File: src/rtl/crp16_alu_pkg.sv
// Shared constants for the crp16 logic-unit pipeline: op-code encoding,
// op width and flag bit positions.
package crp16_alu_pkg;

    localparam int unsigned OP_W   = 3;
    localparam int unsigned FLAG_W = 3;

    // Codes 000-011 are bit-identical to the legacy crp16 logic select.
    typedef enum logic [OP_W-1:0] {
        OP_AND  = 3'b000,
        OP_OR   = 3'b001,
        OP_NOT  = 3'b010,
        OP_XOR  = 3'b011,
        OP_NAND = 3'b100,
        OP_NOR  = 3'b101,
        OP_XNOR = 3'b110,
        OP_ANDN = 3'b111
    } op_e;

    localparam int unsigned FLAG_ZERO = 0;
    localparam int unsigned FLAG_NEG  = 1;
    localparam int unsigned FLAG_PAR  = 2;

endpackage

File: src/rtl/crp16_pipe_stage.sv
// One valid/ready register slice. Ready is combinational: the slice can take
// new data when it is empty or when its current content is leaving.
module crp16_pipe_stage #(
    parameter int unsigned DW = 16
) (
    input  logic          clock,
    input  logic          resetn,
    input  logic          prev_valid,
    input  logic [DW-1:0] prev_data,
    input  logic          next_ready,
    output logic          ready,
    output logic          valid,
    output logic [DW-1:0] data
);

    assign ready = !valid || next_ready;

    // Valid follows upstream whenever the slice is open; data only moves on a real transfer.
    always_ff @(posedge clock or negedge resetn) begin
        if (!resetn) begin
            valid <= 1'b0;
            data  <= '0;
        end else if (ready) begin
            valid <= prev_valid;
            if (prev_valid) begin
                data <= prev_data;
            end
        end
    end

endmodule

File: src/rtl/crp16_alu_logic_pipe.sv
// Pipelined crp16 bitwise logic unit: 8 ops, WIDTH-bit operands, STAGES
// register slices with valid/ready on both sides and no skid buffer.
// Optional result flags {parity, negative, zero} with CRP16_ALU_LOGIC_FLAGS_EN.
module crp16_alu_logic_pipe
    import crp16_alu_pkg::*;
#(
    parameter int unsigned WIDTH  = 16,
    parameter int unsigned STAGES = 2
) (
    input  logic              clock,
    input  logic              resetn,
    input  logic              in_valid,
    output logic              in_ready,
    input  logic [WIDTH-1:0]  x,
    input  logic [WIDTH-1:0]  y,
    input  logic [OP_W-1:0]   op,
    output logic              out_valid,
    input  logic              out_ready,
`ifdef CRP16_ALU_LOGIC_FLAGS_EN
    output logic [FLAG_W-1:0] flags,
`endif
    output logic [WIDTH-1:0]  out
);

`ifdef CRP16_ALU_LOGIC_FLAGS_EN
    localparam int unsigned DW = WIDTH + FLAG_W;
`else
    localparam int unsigned DW = WIDTH;
`endif

    logic [WIDTH-1:0] result;
    logic [DW-1:0]    stage_in;

    // Op decode: result from the current operands.
    always_comb begin
        result = '0;
        case (op_e'(op))
            OP_AND:  result = x & y;
            OP_OR:   result = x | y;
            OP_NOT:  result = ~x;
            OP_XOR:  result = x ^ y;
            OP_NAND: result = ~(x & y);
            OP_NOR:  result = ~(x | y);
            OP_XNOR: result = ~(x ^ y);
            OP_ANDN: result = x & ~y;
            default: result = '0;
        endcase
    end

`ifdef CRP16_ALU_LOGIC_FLAGS_EN
    logic [FLAG_W-1:0] result_flags;

    // Flags derived from the result so they travel with it through the slices.
    always_comb begin
        result_flags            = '0;
        result_flags[FLAG_ZERO] = (result == '0);
        result_flags[FLAG_NEG]  = result[WIDTH-1];
        result_flags[FLAG_PAR]  = ^result;
    end

    assign stage_in = {result_flags, result};
`else
    assign stage_in = result;
`endif

    // Index 0 is the pipeline input, index STAGES the output side.
    logic [STAGES:0] vld;
    logic [STAGES:0] rdy;
    logic [DW-1:0]   dat [STAGES+1];

    assign vld[0]      = in_valid;
    assign dat[0]      = stage_in;
    assign rdy[STAGES] = out_ready;

    for (genvar i = 0; i < STAGES; i++) begin : g_stage
        crp16_pipe_stage #(.DW(DW)) u_stage (
            .clock      (clock),
            .resetn     (resetn),
            .prev_valid (vld[i]),
            .prev_data  (dat[i]),
            .next_ready (rdy[i+1]),
            .ready      (rdy[i]),
            .valid      (vld[i+1]),
            .data       (dat[i+1])
        );
    end

    assign in_ready  = rdy[0];
    assign out_valid = vld[STAGES];
    assign out       = dat[STAGES][WIDTH-1:0];
`ifdef CRP16_ALU_LOGIC_FLAGS_EN
    assign flags     = dat[STAGES][WIDTH +: FLAG_W];
`endif

endmodule

File: config.mk
export PLATFORM = sky130hd
export DESIGN_NAME = crp16_alu_logic_pipe
export DESIGN_NICKNAME = d
export VERILOG_FILES = /design/src/rtl/crp16_alu_pkg.sv /design/src/rtl/crp16_pipe_stage.sv /design/src/rtl/crp16_alu_logic_pipe.sv
export SDC_FILE = /design/constraint.sdc
export NUM_CORES = 1
export LEC_CHECK = 0
export BUFFER_PORTS_ARGS = -buffer_cell sky130_fd_sc_hd__buf_2
export CAP_MARGIN = 40
export CORE_MARGIN = 3
export CORE_UTILIZATION = 40
export CTS_BUF_LIST = sky130_fd_sc_hd__clkbuf_2
export DETAILED_ROUTE_END_ITERATION = 12
export GPL_ROUTABILITY_DRIVEN = 0
export GPL_TIMING_DRIVEN = 0
export SKIP_LAST_GASP = 1
export SLEW_MARGIN = 20
export SYNTH_ARGS = -nofsm -noshare
export SYNTH_HDL_FRONTEND = slang
export SYNTH_SLANG_ARGS = --single-unit
export TNS_END_PERCENT = 20
File: constraint.sdc
create_clock -name clock -period 3.62 [get_ports clock]
set_clock_uncertainty 0.05 [all_clocks]
set_input_delay 0.543 -clock clock [delete_from_list [all_inputs] [get_ports clock]]
set_output_delay 0.543 -clock clock [all_outputs]
set_load 0.01 [all_outputs]
## Yosys cells after proc, flatten, opt, wreduce, memory -nomap -nowiden

Cells that the tools add are included.

- Memories: 0
- Bits of input ports: 39
- Latch bits: 0
- Memory bits (read-only): 0
- Output and inout port bits: 18
- Word-level logic and storage cells: 28
- RAM bits: 0
- Register bits after elaboration: 34

- $add $sub $neg: 0
- Eq/ne operators: 7
- Order comparisons: 0
- Mux-type cells: 1
- Div/mod/pow operators: 0
- Reductions and logical operators: 7
- Bitwise operators: 9
- $mul: 0
- Shifts and indexed selects: 0

Operators by type and width:

| operator | number |
|---|---|
| 16-bit case mux with 8 select lines | 1 |
| 16-bit inverter | 5 |
| 16-bit AND | 2 |
| 16-bit bitwise OR | 1 |
| 16-bit XOR | 1 |
| 3-bit == test, second input constant | 4 |
| 3-bit by 2-bit == test with 1-bit output, second input constant | 2 |
| 2-bit AND reduction | 2 |
| 3-bit by 1-bit == test with 1-bit output, second input constant | 1 |
| 3-bit zero test | 1 |
| 1-bit zero test | 2 |
| 1-bit logical OR | 2 |

## Depth between registers and ports, before layout

- Depth in word-level cells: 4
- Mapped depth: 8
- Mapped depth without buffers: 7

## By module

A second synthesis with hierarchy kept.

- Cell total of the unflattened synthesis: 326
- Area, all modules: 3239.4 µm²

By module, submodules not included:

| module | instances | cells each | seq. area each (µm²) | area an instance (µm²) |
|---|---|---|---|---|
| crp16_alu_logic_pipe | 1 | 252 | 0.0 | 1848.0 |
| crp16_pipe_stage | 2 | 37 | 425.4 | 695.7 |

## Worst setup path after synthesis

OpenSTA, ideal clock, no wires.

- Kind: input-to-reg
- From: input port y[3]
- To: register g_stage[0].u_stage.data[3]
- Required time: 3.445 ns
- Path slack: 1.882 ns
- Data arrival time: 1.563 ns
- Path buffers: 0
- Cell stages on the path: 7
- Library setup time: 0.125 ns
- Cells stage by stage: inv_1 ha_1 mux2i_1 a21oi_1 o211ai_1 o311ai_1 mux2_2

- Word-level cells in the longest chain between the ends: 3
- Elaborated cells on any way between the ends: 9
- Those cells by class: mux (1); bitwise (8)

Ends and longest elaborated chain:

| what | line | source |
|---|---|---|
| start, declared | crp16_alu_logic_pipe.sv:15 | `input logic [WIDTH-1:0] y,` |
| 16-bit inverter, or another cell as far along | crp16_alu_logic_pipe.sv:45 | `OP_ANDN: result = x & ~y;` |
| 16-bit AND, or another cell as far along | crp16_alu_logic_pipe.sv:45 |  |
| 16-bit case mux with 8 select lines (*) | crp16_alu_logic_pipe.sv:37 | `case (op_e'(op))` |
| end signal, assigned | crp16_pipe_stage.sv:26 | `data <= prev_data;` |
| end, declared | crp16_pipe_stage.sv:13 | `output logic [DW-1:0] data` |

Mark *: on every way between the ends. The rest lies on a longest branch, timed or not.
A chain may end at the register's enable or synchronous reset.

## Final worst setup path

- From: input port x[3]
- To: register g_stage[0].u_stage.data[3]

- Word-level cells in the longest chain between the ends: 3
- Elaborated cells on any way between the ends: 9
- Those cells by class: mux (1); bitwise (8)

Ends and longest elaborated chain:

| what | line | source |
|---|---|---|
| start, declared | crp16_alu_logic_pipe.sv:14 | `input logic [WIDTH-1:0] x,` |
| 16-bit XOR, or another cell as far along | crp16_alu_logic_pipe.sv:41, crp16_alu_logic_pipe.sv:44 |  |
| 16-bit inverter, on equally long branches | crp16_alu_logic_pipe.sv:44, crp16_alu_logic_pipe.sv:43, crp16_alu_logic_pipe.sv:42 |  |
| 16-bit case mux with 8 select lines (*) | crp16_alu_logic_pipe.sv:37 |  |

Marks and branches as above.

==> results.tsv <==
metric	value	unit
cts_resized	0	
rows	31	
grt_pass1_vias	2468	
synth-edff-count	0	
dr.pass1.iters	4	
grt.total_usage	0.170	
cts_made_buffers	5	
viasPerCell	5.09	
netSwitchingPower	388	µW
drive_gt1_frac	0.252	
slowest_stage	ha_1	
cts_tree	yes	
cap_violations	0	
r2r_slack	2.11	ns
synth.yosys.warnings	0	
clk_pin_slew	0.16	ns
setup_viol_count_final	0	
rsz0062_at_grt	no	
dp_hpwl	5590	µm
cp.arrival	1.89	ns
num_antenna_cells	0	
route.detailed.drc	0	
start_util	0.418	
die_h	93.6	µm
peakVddDrop	0.000105	V
num_vias	2625	
cpPeakStageDelay	0.33	ns
p_seq_frac	0.448	
synth-seq-area-share	0.277	
wl_per_cell	13.7	µm
period_needed	1.68	ns
async_reset_ff_frac	1.00	
cts.sinks	34	
drtIter0Drc	193	
synth_common_cells	ha_1 (48), dfrtp_1 (34), inv_1 (32)	
synth_mux_area_frac	0.0820	
fin_util	0.476	
critPathMaxFanout	4	
syn_inst	356	
synth.largest_area_cell	dfrtp_1	
p_int	745	µW
ys_ff_latch	34	
synth-compound-area-share	0.209	
htreeDepth	2	
die_width	93.6	µm
clkPwrFrac	0.140	
worstPathRequired	3.83	ns
syn_nets	443	
port_buffers	53	
syn_area_per_cell	8.61	µm²
netlist_area	3070	µm²
tns	0	ns
fin_nets	503	
netSwitchingFraction	0.343	
clockBufferDepth	2	
timing.final.crit_share	0.464	
antenna_found_initial	0	
grt_first_pass_wirelength	11900	µm
fmax	595	MHz
path_cells	buf_2 > inv_1 > ha_1 > mux2i_1 > a21oi_1 > o211ai_1 > o311ai_1 > mux2_2	
totalWireLength	7060	µm
overflow	0	
drv_slew	0	
root_buffer	clkbuf_2	
finalHoldViolations	0	
yosys.cell_types.count	38	
slew_headroom	0.525	
hold_class	input port to async pin	
io_pins	57	
ctsHoldBuffers	0	
p_per_area	324	nW/µm²
insertion_delay	0.36	ns
combPwrFrac	0.411	
design.die.area	8750	µm²
ys.flop_type	dfrtp_1	
cp-end-kind	flop	
synth-simple-area-share	0.112	
worst_slew_pin_slew	0.712	ns
outcome	finished, final reports clean	
synth_top_area_frac	0.277	
synthAdderAreaFrac	0.196	
path_class	input port to flop	
post_cts_buffers	0	
start_kind	input port	
synth_top_cells_by_area	dfrtp_1 (28%), ha_1 (20%), buf_4 (4.4%)	
design.core.area	7330	µm²
leakage	1.80	nW
yosysMostFrequentCell	ha_1	
area_delta_synth_final	13.9	%
grt_max_degree	35	
synth_xor_xnor_area_share	0.00286	
synth_top_family_by_area	compound AO/OA/AOI/OAI gates	
ant_nets	0	
layer usage:
layer / up-vias / part of all wire / track usage / routed length [µm]
li1: 1341 / - / - / -
met1: 1194 / 0.48 / 0.241 / 3360
met2: 79 / 0.45 / 0.275 / 3180
met3: 11 / 0.058 / 0.0169 / 412
met4: 0 / 0.016 / 0.0493 / 110
met5: - / 0 / 0 / 0
cells in the final DEF (no fill, tap or decap), types with 3 or more instances in the layout:
cell type  synthesis  layout
o21a_1             4       4
nor2_1            24      24
mux2_2             7       7
clkinv_1           0       3
mux2i_1            6       6
nor3_1             4       4
nand2b_1           6       6
o211ai_1           4       4
ha_1              48      48
o32ai_2            3       3
buf_2             13      66
a31oi_1            4       4
a211oi_1           3       3
nand3_1           11      11
inv_1             32      32
o31ai_1            3       3
o21ai_1           24      24
a22oi_1            3       3
o221ai_1           4       4
clkbuf_2           1       6
nand2_1           29      29
clkbuf_1           4       4
o21ai_0           10      10
dfrtp_1           34      34
mux2_1            10      10
a221oi_1           3       3
buf_4             18      18
o22ai_1           10      10
a22o_1             4       4
a21oi_1           19      19
path summary, 6_finish.rpt:
| kind | from | end | cells after the start |
|---|---|---|---|
| max in group asynchronous | resetn | g_stage[1].u_stage.data[12] | 1 |
| worst max register to register | g_stage[1].u_stage.valid | g_stage[1].u_stage.data[5] | 4 |
| min in group clock | in_valid | g_stage[0].u_stage.valid | 2 |
| worst min-delay path | resetn | g_stage[1].u_stage.data[15] | 1 |
| worst max-delay path | x[3] | g_stage[0].u_stage.data[3] | 8 |
| worst min register to register | g_stage[0].u_stage.data[1] | g_stage[0].u_stage.data[1] | 2 |
power by group through the flow:
stage	combinational [mW]	sequential, mW	clock, mW
2_1_floorplan	0.330	0.503	0
3_3_place_gp	0.458	0.514	0
3_5_place_dp	0.469	0.519	0
4_1_cts	0.471	0.510	0.166
5_1_grt	0.525	0.523	0.187
6_report	0.466	0.508	0.159
state kept, by name (all words and copies together), names as in the netlist:
register,cells
g_stage.u_stage.valid,2
g_stage.u_stage.data,32
cell type report:
type / count / area [µm²]
fillers: 741 / 3840
multi-input cells: 250 / 1850
flip-flops and latches: 34 / 851
repair buffers: 53 / 265
plain buffers: 38 / 243
inverters: 34 / 128
well taps: 99 / 124
clock buffers: 5 / 25.0
clock inverters: 3 / 11.3
logic make-up after synthesis:
logic type | after synthesis
simple gates | 78
buf+inv | 72
compound gates | 100
xor+xnor | 1
flops | 34
fa+ha+maj | 48
mux | 23
critical path: cells and delay by family:
family | cells | cell delay, ns
muxes | 2 | 0.49
buffers and inverters | 2 | 0.17
adders and majority gates | 1 | 0.33
AOI/OAI and AO/OA | 3 | 0.35
per-stage QoR:
step / setup WS (ns) / instance area (µm²) / hold WS [ns] / instances / power, mW
2_1_floorplan: 1.88 / 3070 / 0.197 / 356 / 0.833
3_3_place_gp: 1.61 / 3460 / 0.414 / 508 / 0.973
3_5_place_dp: 1.59 / 3460 / 0.419 / 508 / 0.989
4_1_cts: 1.93 / 3490 / 0.166 / 516 / 1.15
5_1_grt: 1.87 / 3490 / 0.175 / 516 / 1.24
6_report: 1.94 / 3490 / 0.161 / 516 / 1.13
(Power assumes the default switching activity.)
